<file path="src/rtl/fifo_pkg.sv">
// Shared defaults, level-width helper and parameter legality check for the
// watermark FIFO.
package fifo_pkg;
  localparam int DEF_B      = 8;
  localparam int DEF_W      = 4;
  localparam int DEF_AE_LVL = 2;
  localparam int DEF_AF_LVL = 14;
  localparam int DEF_LVL_W  = DEF_W + 1;

  // Occupancy needs one extra bit to represent a completely full FIFO.
  function automatic int lvl_w(input int w);
    return w + 1;
  endfunction

  function automatic bit params_ok(input int w, input int ae, input int af);
    return (ae >= 0) && (ae < af) && (af <= (1 << w));
  endfunction

  typedef struct packed {
    logic empty;
    logic full;
    logic almost_empty;
    logic almost_full;
  } flags_t;
endpackage

</file>
<file path="src/rtl/fifo_mem.sv">
// 2**W x B storage: one synchronous write port, one asynchronous read port.
// Contents are intentionally never reset.
module fifo_mem #(
  parameter int B = 8,
  parameter int W = 4
) (
  input  logic         clk,
  input  logic         i_we,
  input  logic [W-1:0] i_waddr,
  input  logic [B-1:0] i_wdata,
  input  logic [W-1:0] i_raddr,
  output logic [B-1:0] o_rdata
);
  logic [B-1:0] r_mem [2**W];

  always_ff @(posedge clk)
    if (i_we) r_mem[i_waddr] <= i_wdata;

  assign o_rdata = r_mem[i_raddr];
endmodule

</file>
<file path="src/rtl/fifo_wm.sv">
// Synchronous show-ahead FIFO with registered level, watermark flags,
// synchronous flush and sticky overflow/underflow.
module fifo_wm
  import fifo_pkg::*;
#(
  parameter int B      = DEF_B,
  parameter int W      = DEF_W,
  parameter int AE_LVL = DEF_AE_LVL,
  parameter int AF_LVL = DEF_AF_LVL
) (
  input  logic         clk,
  input  logic         reset_n,
  input  logic         clr,
  input  logic         rd,
  input  logic         wr,
  input  logic [B-1:0] w_data,
  input  logic         err_clr,
  output logic [B-1:0] r_data,
  output logic         empty,
  output logic         full,
  output logic         almost_empty,
  output logic         almost_full,
  output logic [W:0]   level,
  output logic         overflow,
  output logic         underflow
);
  localparam int          LW    = lvl_w(W);
  localparam logic [LW-1:0] DEPTH = LW'(1 << W);
  localparam logic [LW-1:0] AE_V  = LW'(AE_LVL);
  localparam logic [LW-1:0] AF_V  = LW'(AF_LVL);

  generate
    if (!params_ok(W, AE_LVL, AF_LVL)) begin : g_bad_params
      $error("fifo_wm: illegal watermarks (need 0 <= AE_LVL < AF_LVL <= 2**W)");
    end
  endgenerate

  logic [W-1:0]  r_wptr, r_rptr;
  logic [LW-1:0] r_level, w_level_nxt;
  flags_t        r_flags, w_flags_nxt;
  logic          r_ovf, r_udf;
  logic          w_rd_ok, w_wr_ok, w_ovf_set, w_udf_set;

  // Flush suppresses both acceptance and error detection.
  assign w_rd_ok   = ~clr & rd & ~r_flags.empty;
  assign w_wr_ok   = ~clr & wr & (~r_flags.full | rd);
  assign w_ovf_set = ~clr & wr & r_flags.full & ~rd;
  assign w_udf_set = ~clr & rd & r_flags.empty;

  always_comb begin
    w_level_nxt = r_level;
    if (clr)
      w_level_nxt = '0;
    else if (w_wr_ok && !w_rd_ok)
      w_level_nxt = r_level + LW'(1);
    else if (w_rd_ok && !w_wr_ok)
      w_level_nxt = r_level - LW'(1);
  end

  // Flags come from the next level so they line up with level itself.
  always_comb begin
    w_flags_nxt.empty        = (w_level_nxt == '0);
    w_flags_nxt.full         = (w_level_nxt == DEPTH);
    w_flags_nxt.almost_empty = (w_level_nxt <= AE_V);
    w_flags_nxt.almost_full  = (w_level_nxt >= AF_V);
  end

  always_ff @(posedge clk) begin
    if (!reset_n) begin
      r_wptr  <= '0;
      r_rptr  <= '0;
      r_level <= '0;
      r_flags <= '{empty: 1'b1, full: 1'b0, almost_empty: 1'b1, almost_full: 1'b0};
      r_ovf   <= 1'b0;
      r_udf   <= 1'b0;
    end else begin
      if (clr) begin
        r_wptr <= '0;
        r_rptr <= '0;
      end else begin
        if (w_wr_ok) r_wptr <= r_wptr + W'(1);
        if (w_rd_ok) r_rptr <= r_rptr + W'(1);
      end
      r_level <= w_level_nxt;
      r_flags <= w_flags_nxt;
      r_ovf   <= w_ovf_set | (r_ovf & ~err_clr);
      r_udf   <= w_udf_set | (r_udf & ~err_clr);
    end
  end

  fifo_mem #(.B(B), .W(W)) u_mem (
    .clk     (clk),
    .i_we    (w_wr_ok & reset_n),
    .i_waddr (r_wptr),
    .i_wdata (w_data),
    .i_raddr (r_rptr),
    .o_rdata (r_data)
  );

  assign level        = r_level;
  assign empty        = r_flags.empty;
  assign full         = r_flags.full;
  assign almost_empty = r_flags.almost_empty;
  assign almost_full  = r_flags.almost_full;
  assign overflow     = r_ovf;
  assign underflow    = r_udf;
endmodule

</file>
<file path="config.mk">
export PLATFORM = sky130hd
export DESIGN_NAME = fifo_wm
export DESIGN_NICKNAME = d
export VERILOG_FILES = /design/src/rtl/fifo_pkg.sv /design/src/rtl/fifo_mem.sv /design/src/rtl/fifo_wm.sv
export SDC_FILE = /design/constraint.sdc
export NUM_CORES = 1
export LEC_CHECK = 0
export ABC_AREA = 1
export BUFFER_PORTS_ARGS = -buffer_cell sky130_fd_sc_hd__buf_4
export CAP_MARGIN = 10
export CORE_ASPECT_RATIO = 1.1
export CORE_MARGIN = 2
export CORE_UTILIZATION = 40
export CTS_BUF_LIST = sky130_fd_sc_hd__clkbuf_4 sky130_fd_sc_hd__clkbuf_8 sky130_fd_sc_hd__clkbuf_16
export DETAILED_ROUTE_END_ITERATION = 8
export PLACE_DENSITY = 0.62
export SLEW_MARGIN = 15
export SYNTH_ARGS = -nofsm -noshare
export SYNTH_HDL_FRONTEND = slang
export SYNTH_SLANG_ARGS = --single-unit
</file>
<file path="constraint.sdc">
create_clock -name clk -period 2.2 [get_ports clk]
set_input_delay 0 -clock clk [delete_from_list [all_inputs] [get_ports clk]]
set_output_delay 0 -clock clk [all_outputs]
set_load 0.01 [all_outputs]
</file>
# [Word level (Yosys, flattened, before mapping)]
# Memories as Yosys holds them, arrays and structs flattened. A register that Yosys moved wholly into a read port is not among the register bits.
# Cells that the tools add are included.
[word_totals] regBits=19 latch_bits=0 ram_bits=128 mem_bits_ro=0 input_bits=14 output_inout_bits=19 elab_cells=49 mem_count=1
[mem_list] name="u_mem.r_mem" depth=16 word_bits=8 read_ports=1 rd_ports_with_merged_regs=1 write_ports=1 line_no="fifo_mem.sv:14" source="logic [B-1:0] r_mem [2**W];"
[classes] add_sub_neg=4 multipliers=0 div=0 magnitude_cmp=2 eq_ne=1 shift=0 n_mux=7 bitwise_logic=19 reduce_logical=6
[ops] operator="$mux W5" count=3
[ops] operator="$and A1 B1 Y1" count=10
[ops] operator="$add A4 B1 Y4 const B" count=2
[ops] operator="$mux W4" count=2
[ops] operator="$not A1 Y1" count=6
[ops] operator="$add A5 B1 Y5 const B" count=1
[ops] operator="$eq A5 B5 Y1 const B" count=1
[ops] operator="$ge A5 B4 Y1 const B" count=1
[ops] operator="$le A5 B2 Y1 const B" count=1
[ops] operator="$logic_not A5 Y1" count=1
[ops] operator="$sub A5 B1 Y5 const B" count=1
[ops] operator="$or A1 B1 Y1" count=3
[ops] operator="$logic_and A1 B1 Y1" count=2
[ops] operator="$logic_not A1 Y1" count=2
[ops] operator="$mux W1" count=2
[ops] operator="$reduce_or A2 Y1" count=1

# [Longest topological paths before layout]
[depth] ltp_word=9 ltp_mapped=13

# [By module]
# From an unflattened synthesis, not the netlist that was laid out.
[unflattened] hier_cells=698 hier_area_um2=6701.4
[by_module_without_submodules] module="fifo_mem" n_inst=1 cells_each=543 area_per_inst_um2=5606.6 seq_area_each_um2=3843.7
[by_module_without_submodules] module="fifo_wm" n_inst=1 cells_each=155 area_per_inst_um2=1094.8 seq_area_each_um2=380.4

# [Least setup slack after synthesis]
# OpenSTA, ideal clock, no wires.
[synth_path] path_kind="register to register" from="register r_flags (netlist bit full)" to="memory u_mem.r_mem[12][0], enable pin" setup_ns=0.383 arrival_time_ns=1.392 t_required_ns=1.817 path_slack_ns=0.424 stages_incl_launch_ff=6 synth_period_minus_slack_ns=1.776 cell_sequence="dfxtp_1 > inv_1 > nor2_1 > nor2_4 > nand2_1 > nor3_1"
[synth_between] elab_chain_cells=6
[synth_rtl] item="start: declaration" line_no="fifo_wm.sv:40" source="flags_t r_flags, w_flags_nxt;"
[synth_rtl] item="start signal: assignment" line_no="fifo_wm.sv:73" source="r_flags <= '{empty: 1'b1, full: 1'b0, almost_empty: 1'b1, almost_full: 1'b0};"
[synth_rtl] item="start signal: assignment" line_no="fifo_wm.sv:85" source="r_flags <= w_flags_nxt;"
[synth_rtl] item="$not A1 Y1" line_no="fifo_wm.sv:46" source="assign w_wr_ok = ~clr & wr & (~r_flags.full | rd);"
[synth_rtl] item="$or A1 B1 Y1" line_no="fifo_wm.sv:46"
[synth_rtl] item="$and A1 B1 Y1" line_no="fifo_wm.sv:46"
[synth_rtl] item="$and A1 B1 Y1" line_no="fifo_wm.sv:93" source=".i_we (w_wr_ok & reset_n),"
[synth_rtl] item="$mux W1" line_no="fifo_mem.sv:17" source="if (i_we) r_mem[i_waddr] <= i_wdata;"
[synth_rtl] item="$mux W1 (implied by the code)" line_no="fifo_mem.sv:17"
[synth_rtl] item="end: declaration" line_no="fifo_mem.sv:14"
# No other way between the ends.

==> impl_metrics.csv <==
group,metric,value,unit
global_route,grt_pass1_wl,22000,um
sta,period_share,0.917,
power_and_ir_drop,switching_power,1.22,mW
placed_design,portBuffers,32,
sta,rsz0062_at_grt,"false",
routing,wl_met3,724,um
sta,worstMarginPinSlew,0.559,ns
routing,maxUsedRoutingLayer,"met4",
global_route,grt_pass1_vias,4123,
global_route,grt_max_degree,49,
sta,slew_headroom,0.627,
hold_path,hp-class,"primary input to flip-flop",
power_and_ir_drop,combPwrFrac,0.036,
worst_setup_path,startpoint_type,"flip-flop",
clock_tree,tritoncts,"yes",
sta,finalHoldViolCount,0,
global_route,antenna_found_initial,0,
logic_synthesis,yosysMostFrequentCell,"edfxtp_1",
routing,dr.pass1.iters,4,
worst_setup_path,crit_type,"flip-flop to output port",
power_and_ir_drop,p_leak,2.80,nW
sta,maxSlewViolCount,0,
routing,avgViaCountPerCell,5.22,
clock_tree,cts.sinks,151,
placed_design,dp_slack,0.528,ns
final_layout,nets,613,
logic_synthesis,async_flop_share,0,
logic_synthesis,synth_warnings,0,
final_layout,area_growth_syn_to_layout,22.1,%
power_and_ir_drop,power_frac_clock,0.481,
final_layout,n_antenna_cell,0,
logic_synthesis,synth.distinct_cells,28,
job,cap_viol_max_count,0,
logic_synthesis,netlist_instances,523,
logic_synthesis,postSynthAreaPerCell,12.1,um2
routing,dr_wl_met2,6820,um
logic_synthesis,synthTopCellsByArea,"edfxtp_1 (61%), dfxtp_1 (7.3%), mux2i_1 (5.1%)",
power_and_ir_drop,ir_worst_vdd,529,uV
outcome,status,"finished, final reports clean",
logic_synthesis,yosysTopAreaCellShare,0.608,
floorplan,rows,48,
power_and_ir_drop,power,6.48,mW
logic_synthesis,yosysTopAreaCell,"edfxtp_1",
floorplan,dieHeight,136,um
clock_tree,cts_max_path_buffers,2,
logic_synthesis,syn-num-nets,544,
routing,drc,0,
sta,period_needed,2.02,ns
worst_setup_path,cpLargestDelayFamily,"flip-flops",
placed_design,placed_cell_area,0.00690,mm2
placed_design,hpwl,8700,um
worst_setup_path,cp.buffers_inverters,2,
placed_design,gp_congestion,0.812,
routing,wl,14000,um
worst_setup_path,critPathArrivalTime,2.02,ns
global_route,gr-total-overflow,0,
power_and_ir_drop,p_per_area,841,mW/mm2
floorplan,die_area,0.0168,mm2
routing,routed-via-count,4203,
power_and_ir_drop,seq_power_share,0.483,
clock_tree,cts_root_buf,"clkbuf_16",
clock_tree,clk_pin_slew,0.06,ns
sta,finalSetupViolCount,0,
clock_tree,cts.htree.levels,4,
logic_synthesis,synthFlopType,"edfxtp_1",
clock_tree,numCtsBuffers,17,
worst_setup_path,critPathMaxStageDelay,0.52,ns
placed_design,dp_cells,757,
routing,drt_iter0_markers,378,
sta,clock.fmax,496,MHz
sta,tns,0,ns
worst_setup_path,cp-end-kind,"output port",
final_layout,layout-drive-gt1-share,0.164,
sta,fin_skew,0.00809,ns
worst_setup_path,path_max_fanout,48,
power_and_ir_drop,swShare,0.189,
worst_setup_path,path_cells,"buf_12, mux2i_1, o211ai_1, nand3_1, nand2_1, buf_4",
logic_synthesis,synth.yosys.seq_area_share,0.681,
power_and_ir_drop,p_int,5.26,mW
floorplan,coreArea,0.0156,mm2
worst_setup_path,required,2.20,ns
routing,drt-wirelength-per-cell,17.4,um
worst_setup_path,cp_slowest_cell,"dfxtp_4",
logic_synthesis,synthTopCellsByCount,"edfxtp_1 (128), inv_1 (64), nand2_1 (56), o21ai_0 (43), a21oi_1 (41)",
routing,wl_met1,6130,um
floorplan,ios,33,
final_layout,final_area,0.00771,mm2
logic_synthesis,synth_edf_count,128,
floorplan,initial_core_util,0.406,
global_route,grt_use_total,0.179,
sta,worst_slack,0.183,ns
routing,ant_nets,0,
logic_synthesis,syn_area,0.00632,mm2
floorplan,die_x,124,um
final_layout,stdcell_count,805,
clock_tree,clk-insertion-delay-late,0.42,ns
logic_synthesis,synth-seq-cells,151,
[layer usage]
layer,global-route usage,up-vias
met5,0,-
met1,0.224,2047
met2,0.289,124
met3,0.0530,25
met4,0.0745,0
li1,-,2007
[final timing paths]
check | end | cells past startpoint | slack [ns] | start
setup / recovery | r_data[7] | 6 | 0.18 | flip-flop
hold / removal | empty$_SDFF_PN1_ | 3 | 0.36 | reset_n
setup reg to reg | u_mem.r_mem[5][6]$_DFFE_PP_ | 6 | 0.51 | full$_SDFF_PN0_
hold reg to reg | underflow$_SDFF_PN0_ | 2 | 0.47 | underflow$_SDFF_PN0_
[tightest hold or removal path: stages]
cell and delay, ns:
dlygate4sd3_1 0.52, buf_4 0.15, nand2_1 0.06
[per-stage QoR]
| stage | hold WS (ns) | util |
|---|---|---|
| 6_report | 0.358 | 0.496 |
| 5_1_grt | 0.346 | 0.496 |
| 4_1_cts | 0.343 | 0.495 |
| 3_5_place_dp | 0.238 | 0.444 |
| 3_3_place_gp | 0.243 | 0.444 |
| 2_1_floorplan | 0.0688 | - |
[logic make-up (layout without fill, tap and decap cells)]
| group | count (synthesis) | count (layout) | share of synthesized area |
|---|---|---|---|
| AOI/OAI and AO/OA | 117 | 117 | 0.106 |
| adders and majority gates | 7 | 7 | 0.0139 |
| buffers and inverters | 87 | 169 | 0.0549 |
| DFF | 151 | 151 | 0.681 |
| muxes | 32 | 32 | 0.0507 |
| and+or+nand+nor | 129 | 129 | 0.0937 |
[registers in the layout, indices dropped and copies added (netlist names), named ones only]
register and cells:
r_wptr 4, almost_full 1, r_rptr 4, full 1, overflow 1, level 5
underflow 1, u_mem.r_mem 128, empty 1, almost_empty 1
[cell type report]
class                   count  area [um2]
clock buffers              25         504
clock inverters             7         143
fillers                  1372        7840
inverters                  65         246
multi-input cells         285        1670
flip-flops and latches    151        4310
well taps                 200         250
repair buffers             72         594
[layout by cell type, fill, tap and decap left out, types with 5 or more instances in the layout]
cell / n
mux2i_1: 32
clkbuf_4: 5
clkbuf_16: 17
inv_1: 64
edfxtp_1: 128
a21oi_1: 41
nor2_1: 22
nor3_1: 11
nand3_1: 24
nand2_1: 56
ha_1: 7
o211ai_1: 32
dfxtp_1: 22
buf_4: 55
o21ai_0: 43
dlygate4sd3_1: 15
[power groups by stage]
| stage | Clock [mW] | Combinational [mW] | Sequential (mW) |
|---|---|---|---|
| 2_1_floorplan | 0 | 0.108 | 3.19 |
| 3_3_place_gp | 0 | 0.208 | 3.19 |
| 3_5_place_dp | 0 | 0.214 | 3.19 |
| 4_1_cts | 3.18 | 0.236 | 3.13 |
| 5_1_grt | 3.30 | 0.265 | 3.13 |
| 6_report | 3.12 | 0.235 | 3.13 |
[repair_timing]
action                                  4_1_cts  5_1_grt
endpoints found under the hold margin       141        0
hold buffers                                 15        0
buffers inserted                              0        1
endpoints found under the setup margin        0        4
resized for setup                             0        0
(Power assumes the default switching activity.)
